===== src/rtl/gencon.sv =====
// Keypad calculator controller: decimal entry of two operands, add/sub/mul, result display.
// Optional GENCON_SIGN_KEY_EN: keypad code 4'hA negates the operand being entered.
module gencon #(
  parameter int WIDTH = 16
) (
  input  logic             clk,
  input  logic             nRST,
  input  logic [3:0]       keypad_input,
  input  logic             read_input,
  input  logic [2:0]       operator_input,
  input  logic             equal_input,
  output logic             complete,
  output logic [WIDTH-1:0] display_output
);

  typedef enum logic [1:0] {
    ENTER_A = 2'd0,
    ENTER_B = 2'd1,
    EXEC    = 2'd2,
    DONE    = 2'd3
  } state_t;

  localparam int CW = $clog2(WIDTH);

  state_t           state;
  logic [WIDTH-1:0] a, b, result, mcand, mplier;
  logic [2:0]       op;
  logic [CW-1:0]    cnt;
  logic             read_q, op_q, eq_q;

  logic             eq_p, op_p, dig_p;
  logic             op_onehot, digit_ok, neg_key;
  logic [WIDTH-1:0] digit, a_next, b_next, sum, diff, mul_acc;

  // Press detection with fixed priority: equal > operator > digit.
  always_comb begin
    eq_p      = equal_input & ~eq_q;
    op_p      = (|operator_input) & ~op_q & ~eq_p;
    dig_p     = read_input & ~read_q & ~op_p & ~eq_p;
    op_onehot = (operator_input == 3'b001) || (operator_input == 3'b010) ||
                (operator_input == 3'b100);
    digit_ok  = (keypad_input <= 4'd9);
    digit     = WIDTH'(keypad_input);
    a_next    = a * WIDTH'(10) + digit;
    b_next    = b * WIDTH'(10) + digit;
    sum       = a + b;
    diff      = a - b;
    mul_acc   = result + (mplier[0] ? mcand : '0);
`ifdef GENCON_SIGN_KEY_EN
    neg_key   = (keypad_input == 4'hA);
`else
    neg_key   = 1'b0;
`endif
  end

  always_ff @(posedge clk) begin
    if (nRST) begin
      state          <= ENTER_A;
      a              <= '0;
      b              <= '0;
      result         <= '0;
      mcand          <= '0;
      mplier         <= '0;
      op             <= '0;
      cnt            <= '0;
      read_q         <= 1'b0;
      op_q           <= 1'b0;
      eq_q           <= 1'b0;
      complete       <= 1'b0;
      display_output <= '0;
    end else begin
      read_q <= read_input;
      op_q   <= |operator_input;
      eq_q   <= equal_input;
      case (state)
        ENTER_A: begin
          if (op_p && op_onehot) begin
            op             <= operator_input;
            b              <= '0;
            display_output <= '0;
            state          <= ENTER_B;
          end else if (dig_p && digit_ok) begin
            a              <= a_next;
            display_output <= a_next;
          end else if (dig_p && neg_key) begin
            a              <= -a;
            display_output <= -a;
          end
        end
        ENTER_B: begin
          if (eq_p) begin
            // Multiply works on copies so operands stay intact for debug.
            result <= '0;
            mcand  <= a;
            mplier <= b;
            cnt    <= '0;
            state  <= EXEC;
          end else if (dig_p && digit_ok) begin
            b              <= b_next;
            display_output <= b_next;
          end else if (dig_p && neg_key) begin
            b              <= -b;
            display_output <= -b;
          end
        end
        EXEC: begin
          if (op == 3'b100) begin
            result <= mul_acc;
            mcand  <= mcand << 1;
            mplier <= mplier >> 1;
            if (cnt == CW'(WIDTH - 1)) begin
              display_output <= mul_acc;
              complete       <= 1'b1;
              state          <= DONE;
            end else begin
              cnt <= cnt + 1'b1;
            end
          end else begin
            result         <= (op == 3'b010) ? diff : sum;
            display_output <= (op == 3'b010) ? diff : sum;
            complete       <= 1'b1;
            state          <= DONE;
          end
        end
        DONE: begin
          if (op_p && op_onehot) begin
            a              <= result;
            op             <= operator_input;
            b              <= '0;
            display_output <= '0;
            complete       <= 1'b0;
            state          <= ENTER_B;
          end else if (dig_p && digit_ok) begin
            a              <= digit;
            b              <= '0;
            display_output <= digit;
            complete       <= 1'b0;
            state          <= ENTER_A;
          end else if (dig_p && neg_key) begin
            a              <= -result;
            b              <= '0;
            display_output <= -result;
            complete       <= 1'b0;
            state          <= ENTER_A;
          end
        end
        default: state <= ENTER_A;
      endcase
    end
  end

endmodule


===== config.mk =====
export PLATFORM = sky130hd
export DESIGN_NAME = gencon
export DESIGN_NICKNAME = d
export VERILOG_FILES = /design/src/rtl/gencon.sv
export SDC_FILE = /design/constraint.sdc
export NUM_CORES = 1
export LEC_CHECK = 0
export CAP_MARGIN = 30
export CORE_ASPECT_RATIO = 1.2
export CORE_MARGIN = 2
export CORE_UTILIZATION = 30
export DETAILED_ROUTE_END_ITERATION = 6
export PLACE_DENSITY = 0.42
export SYNTH_ARGS = -nofsm -noshare
export SYNTH_HDL_FRONTEND = slang
export SYNTH_SLANG_ARGS = --single-unit

===== constraint.sdc =====
create_clock -name clk -period 4.5 [get_ports clk]
set_input_delay 0.9 -clock clk [delete_from_list [all_inputs] [get_ports clk]]
set_output_delay 0.9 -clock clk [all_outputs]
set_load 0.005 [all_outputs]

==> results.sh, run 1 <==
export IMPL_p_leak_nw=3.89
export IMPL_place_worst_setup_slack_ps=558
export IMPL_tightest_slew_ps=872
export IMPL_grt_overflow=0
export IMPL_synth_top_flop_cell="dfxtp_1"
export IMPL_dpl_hpwl_mm=23.5
export IMPL_clkSlewWorstSetupHoldPaths_ps=80
export IMPL_async_reset_ff_share_pct=0
export IMPL_grt_pass1_vias=7864
export IMPL_rr_startpoint="op[1]"
export IMPL_dpl_cell_area_sq_mm=0.00951
export IMPL_whs_endpoint="display_output[5]"
export IMPL_final_common_cell="nor2_1"
export IMPL_post_cts_buffers=0
export IMPL_clockBufferDepth=2
export IMPL_wl_per_cell_microns=20.1
export IMPL_p_sw_share_pct=45.6
export IMPL_multiInputGateArea_sq_mm=0.00635
export IMPL_crit_path_max_incr_delay_ps=600
export IMPL_start_util_pct=30.5
export IMPL_hold_start="display_output[5]"
export IMPL_routed_wl_mm=30.0
export IMPL_power_density_mw_per_mm2=546
export IMPL_drtPass1Iterations=5
export IMPL_synth_area_sq_mm=0.00880
export IMPL_status="complete, no violations"
export IMPL_worst_path_max_fanout=9
export IMPL_max_slew_margin_pct=41.9
export IMPL_cts_num_sinks=109
export IMPL_irDropWorstVdd_v=0.000223
export IMPL_area_growth_pct=11.9
export IMPL_slowest_stage="or3b_2"
export IMPL_cts_made_buffers=9
export IMPL_rows=68
export IMPL_ys_seq_elements=109
export IMPL_yosysTopAreaCellShare_pct=24.8
export IMPL_reg2reg_slack_ps=530
export IMPL_worst_path_buf_inv=0
export IMPL_worst_setup_path_end_kind="register"
export IMPL_cpMostUsedCell="a211oi_1"
export IMPL_cts_resized=0
export IMPL_maxCapViolCount=0
export IMPL_insertion_delay_ps=370
export IMPL_pwr_share_seq_pct=25.8
export IMPL_fin_util_pct=34.1
export IMPL_syn_num_nets=1202
export IMPL_p_int_w=0.00292
export IMPL_maxSlewViolCount=0
export IMPL_cp_start_kind="register"
export IMPL_cts_tree="built"
export IMPL_synth_distinct_cells=79
export IMPL_whs_ps=456
export IMPL_crit_required_ps=4780
export IMPL_grt_pass1_wl_mm=46.8
export IMPL_fmaxAchievable_ghz=0.252
export IMPL_timing_reg2reg_worst_path_depth=12
export IMPL_path_class="register to register"
export IMPL_worst_slack_ps=534
export IMPL_synth_edf_count=0
export IMPL_htree_levels=3
export IMPL_cts_hold_buf=0
export IMPL_ys_top_cells_by_area="dfxtp_1 (25%), ha_1 (13%), nor2_1 (6.5%)"
export IMPL_reg2reg_to="display_output[10]"
export IMPL_seqCellArea_sq_mm=0.00218
export IMPL_tns_ps=0
export IMPL_numPortBuffers=27
export IMPL_min_path_cells=2
export IMPL_drc=0
export IMPL_fin_nets=1210
export IMPL_rsz0062_at_grt="false"
export IMPL_grt_max_degree=72
export IMPL_synth_cells=1096
export IMPL_gp_congestion=0.850
export IMPL_finalHoldViolCount=0
export IMPL_crit_start="op[1]"
export IMPL_die_y_microns=192
export IMPL_io_pins=28
export IMPL_ant_nets=0
export IMPL_antenna_cells=0
export IMPL_die_w_microns=160
export IMPL_viasPerCell=5.36
export IMPL_drtIter0Drc=439
export IMPL_pwr_share_clk_pct=17.4
export IMPL_fin_crit_ps=3970
export IMPL_dieArea_sq_mm=0.0307
export IMPL_design_area_sq_mm=0.00984
export IMPL_worstHoldPathType="register to register"
export IMPL_cts_root_buf="clkbuf_16"
export IMPL_antenna_found_initial=0
export IMPL_grt_usage_pct=19.9
export IMPL_synth_largest_area_cell="dfxtp_1"
export IMPL_seq_area_frac_synth_pct=24.8
export IMPL_syn_area_per_cell_sq_um=8.03
export IMPL_worst_clock_skew_ps=13.3
export IMPL_cp_arrival_ps=4250
export IMPL_crit_chain="or3b_2, mux2i_1, fa_1, a211oi_1, o21bai_1, a2111oi_0, o31ai_1, xor2_1, nand2_1, a21oi_1, o21ai_1, a211oi_1"
export IMPL_fill_cells=3067
export IMPL_yosys_warnings=0
export IMPL_min_period_over_period_pct=88.1
export IMPL_layout_common_cells="nor2_1 (152), dfxtp_1 (109), ha_1 (88), nand2_1 (87), a21oi_1 (75)"
export IMPL_p_sw_w=0.00245
export IMPL_vias=8010
export IMPL_critical_path_top_delay_family="compound AO/OA/AOI/OAI gates"
export IMPL_setup_violations_final=0
export IMPL_drive_gt1_share_pct=5.77
export IMPL_core_area_sq_mm=0.0288
export IMPL_power_frac_comb_pct=56.8
[through the flow]
step / instances / power (W)
finish: 1494 / 0.00537
global route: 1494 / 0.00579
CTS: 1494 / 0.00541
detailed placement: 1478 / 0.00445
global placement: 1478 / 0.00446
floorplan: 1096 / 0.00347
[final cells by class]
| type | instances | share of cell area [%] |
|---|---|---|
| inverter | 17 | 0.648 |
| timing repair buffer | 49 | 4.40 |
| sequential | 109 | 22.2 |
| tap | 385 | 4.89 |
| clock buffer | 12 | 2.61 |
| clock inverter | 4 | 0.788 |
| multi-input combinational | 918 | 64.5 |
[how the worst max path moves through the flow]
| stage | to | slack, ps | depth (start not counted) |
|---|---|---|---|
| 3_3_place_gp | display_output[10] | 550 | 12 |
| 5_1_grt | display_output[14] | 280 | 15 |
| 2_1_floorplan | display_output[8] | 1200 | 13 |
| 6_report | display_output[10] | 530 | 12 |
| 3_5_place_dp | a[15] | 560 | 11 |
| 4_1_cts | display_output[10] | 580 | 12 |
[synthesized netlist by cell type, types with 15 or more instances]
library cell,instances
a21o_1,16
xor2_1,30
inv_1,17
and2_1,22
a211oi_1,49
clkbuf_1,40
ha_1,89
nor3_1,31
o21ai_1,15
nand3_1,26
xnor2_1,48
nor2_1,152
mux2i_1,48
a21oi_1,76
nand2_1,87
dfxtp_1,109
o21ai_0,43
[kinds of logic (layout without fill, tap and decap cells)]
logic type / Yosys count / after routing / synth area share, %
muxes: 50 / 50 / 5.72
and+or+nand+nor: 391 / 391 / 21.0
adders and majority gates: 95 / 95 / 14.0
AOI/OAI and AO/OA: 303 / 303 / 23.1
xor gates and xnor gates: 79 / 79 / 8.02
buffers and inverters: 69 / 82 / 3.31
DFF: 109 / 109 / 24.8
[power groups by stage]
stage | logic, W | clock network (W) | registers, W
finish | 0.00305 | 0.000934 | 0.00139
global placement | 0.00305 | 0 | 0.00141
global route | 0.00338 | 0.000997 | 0.00142
floorplan | 0.00215 | 0 | 0.00132
CTS | 0.00305 | 0.000968 | 0.00139
detailed placement | 0.00304 | 0 | 0.00141
[tightest hold or removal path: cells and delay by family, from the launching register on]
| family | cells | cell delay (ps) |
|---|---|---|
| simple gates | 1 | 50 |
| compound gates | 1 | 50 |
| flops | 1 | 310 |
[registers in the layout, summed over array words and instances (netlist names)]
signal          cells
complete            1
op_q                1
mcand              16
op                  3
mplier             16
eq_q                1
display_output     16
result             16
a                  16
b                  16
read_q              1
cnt                 4
state               2
[per-layer routing]
layer	wire, microns	track usage, %	part of all wire (%)
met5	0	0	0
met4	894	7.35	3.0
met3	782	1.75	2.6
met2	14300	34.7	48
met1	14100	25.5	47
Note: power is estimated with default switching activity, not from simulation.
==> inputs of run 2 (changes only) <==
RECOVER_POWER = 25   (was unset)
==> run 2 against run 1 <==
  * Wire length barely moved
  * Clock power barely moved
  * Critical endpoint unchanged
  * The run now ends with capacitance limit, slew limit left
  * Design area barely moved
  * Sequential cell count did not move
  * Critical path depth did not move
  * Count of clock-buffer cells in the layout did not move
  * Die area did not move
  * Register-to-register slack got worse by 20 ps
  * Via count barely moved
  * Power fell by 0.40%
  * Hold slack got worse by 3.0 ps
==> results.sh, run 2 (synthesized netlist as in run 1, its figures left out) <==
export IMPL_status="complete, but fails checks"
export IMPL_violations="capacitance limit, slew limit"
export IMPL_min_path_cells=2
export IMPL_crit_required_ps=4760
export IMPL_grt_pass1_wl_mm=46.8
export IMPL_tns_ps=0
export IMPL_whs_endpoint="display_output[5]"
export IMPL_fin_nets=1210
export IMPL_insertion_delay_ps=370
export IMPL_cts_resized=0
export IMPL_p_sw_w=0.00245
export IMPL_tightest_slew_ps=2070
export IMPL_reg2reg_to="display_output[10]"
export IMPL_cts_made_buffers=9
export IMPL_rr_startpoint="op[1]"
export IMPL_pwr_share_seq_pct=25.9
export IMPL_grt_max_degree=72
export IMPL_cp_arrival_ps=4250
export IMPL_cts_tree="built"
export IMPL_p_sw_share_pct=45.8
export IMPL_htree_levels=3
export IMPL_cp_start_kind="register"
export IMPL_hold_start="display_output[5]"
export IMPL_drtIter0Drc=466
export IMPL_cts_root_buf="clkbuf_16"
export IMPL_dpl_hpwl_mm=23.5
export IMPL_path_class="register to register"
export IMPL_timing_reg2reg_worst_path_depth=12
export IMPL_cts_hold_buf=0
export IMPL_core_area_sq_mm=0.0288
export IMPL_fin_util_pct=34.1
export IMPL_pwr_share_clk_pct=17.5
export IMPL_antenna_found_initial=0
export IMPL_clockBufferDepth=2
export IMPL_worst_setup_path_end_kind="register"
export IMPL_rsz0062_at_grt="false"
export IMPL_maxCapViolCount=2
export IMPL_layout_common_cells="nor2_1 (152), dfxtp_1 (109), ha_1 (88), nand2_1 (87), a21oi_1 (75)"
export IMPL_maxSlewViolCount=113
export IMPL_area_growth_pct=11.8
export IMPL_min_period_over_period_pct=88.6
export IMPL_cts_num_sinks=109
export IMPL_reg2reg_slack_ps=510
export IMPL_numPortBuffers=27
export IMPL_grt_pass1_vias=7864
export IMPL_viasPerCell=5.36
export IMPL_ant_nets=0
export IMPL_antenna_cells=0
export IMPL_worstHoldPathType="register to register"
export IMPL_grt_usage_pct=19.9
export IMPL_gp_congestion=0.850
export IMPL_dieArea_sq_mm=0.0307
export IMPL_finalHoldViolCount=0
export IMPL_clkSlewWorstSetupHoldPaths_ps=80
export IMPL_fin_crit_ps=3990
export IMPL_post_cts_buffers=0
export IMPL_power_frac_comb_pct=56.6
export IMPL_rows=68
export IMPL_wl_per_cell_microns=20.1
export IMPL_p_int_w=0.00290
export IMPL_crit_start="op[1]"
export IMPL_routed_wl_mm=30.1
export IMPL_p_leak_nw=3.93
export IMPL_die_y_microns=192
export IMPL_drive_gt1_share_pct=5.68
export IMPL_start_util_pct=30.5
export IMPL_worst_path_max_fanout=9
export IMPL_io_pins=28
export IMPL_drtPass1Iterations=5
export IMPL_die_w_microns=160
export IMPL_vias=8014
export IMPL_drc=0
export IMPL_power_density_mw_per_mm2=544
export IMPL_irDropWorstVdd_v=0.000223
export IMPL_setup_violations_final=0
export IMPL_worst_clock_skew_ps=13.6
export IMPL_grt_overflow=0
export IMPL_final_common_cell="nor2_1"
export IMPL_fmaxAchievable_ghz=0.251
export IMPL_max_slew_margin_pct=-38.2
-- run 2: changes by cell type in the layout (fill, tap and decap cells not counted) --
| cell | change |
|---|---|
| clkdlybuf4s50_1 | -17 |
| dlygate4sd3_1 | +17 |
| buf_4 | -2 |
| clkbuf_1 | +1 |
| clkbuf_2 | +1 |
-- run 2: metrics by stage --
stage                     power, W  hold slack (ps)  cell area, sq um  worst slack (ps)  instances
after floorplan            0.00347              449              8800              1200       1096
after global placement     0.00446              443              9510               552       1478
after detailed placement   0.00445              452              9510               558       1478
after CTS                  0.00541              462              9840               581       1494
after global routing       0.00577              473              9840               249       1494
final                      0.00535              453              9840               511       1494
-- run 2: worst max path at each step --
stage	depth (start not counted)	to
2_1_floorplan	13	display_output[8]
3_3_place_gp	12	display_output[10]
3_5_place_dp	11	a[15]
4_1_cts	12	display_output[10]
5_1_grt	14	display_output[13]
6_report	12	display_output[10]
-- run 2: worst max-delay path, cell delays in order, from the launching register on --
cell and delay [ps]:
dfxtp_1 390, or3b_2 600, mux2i_1 220, fa_1 490, a211oi_1 230, o21bai_1 180, a2111oi_0 590, o31ai_1 220
xor2_1 230, nand2_1 90, a21oi_1 270, o21ai_1 120, a211oi_1 240
-- run 2: layout make-up --
| type | count | area, sq um |
|---|---|---|
| Sequential cell | 109 | 2180 |
| Multi-Input combinational cell | 918 | 6350 |
| Timing Repair Buffer | 49 | 427 |
| Inverter | 17 | 63.8 |
| Fill cell | 3068 | 19000 |
| Clock buffer | 12 | 256 |
| Clock inverter | 4 | 77.6 |
| Tap cell | 385 | 482 |
-- run 2: layer usage --
metal  vias to the layer above  routed length [microns]  track usage [%]
met2                       157                    14300             34.7
met1                      3803                    14000             25.5
met4                         0                      906             7.35
met3                        34                      851             1.75
met5                         -                        0                0
li1                       4020                        -                -
-- run 2: power by group through the flow --
stage	sequential [W]	clock, W	combinational (W)
floorplan	0.00132	0	0.00215
global placement	0.00141	0	0.00305
detailed placement	0.00141	0	0.00304
CTS	0.00139	0.000968	0.00305
global route	0.00142	0.000997	0.00335
finish	0.00139	0.000934	0.00303
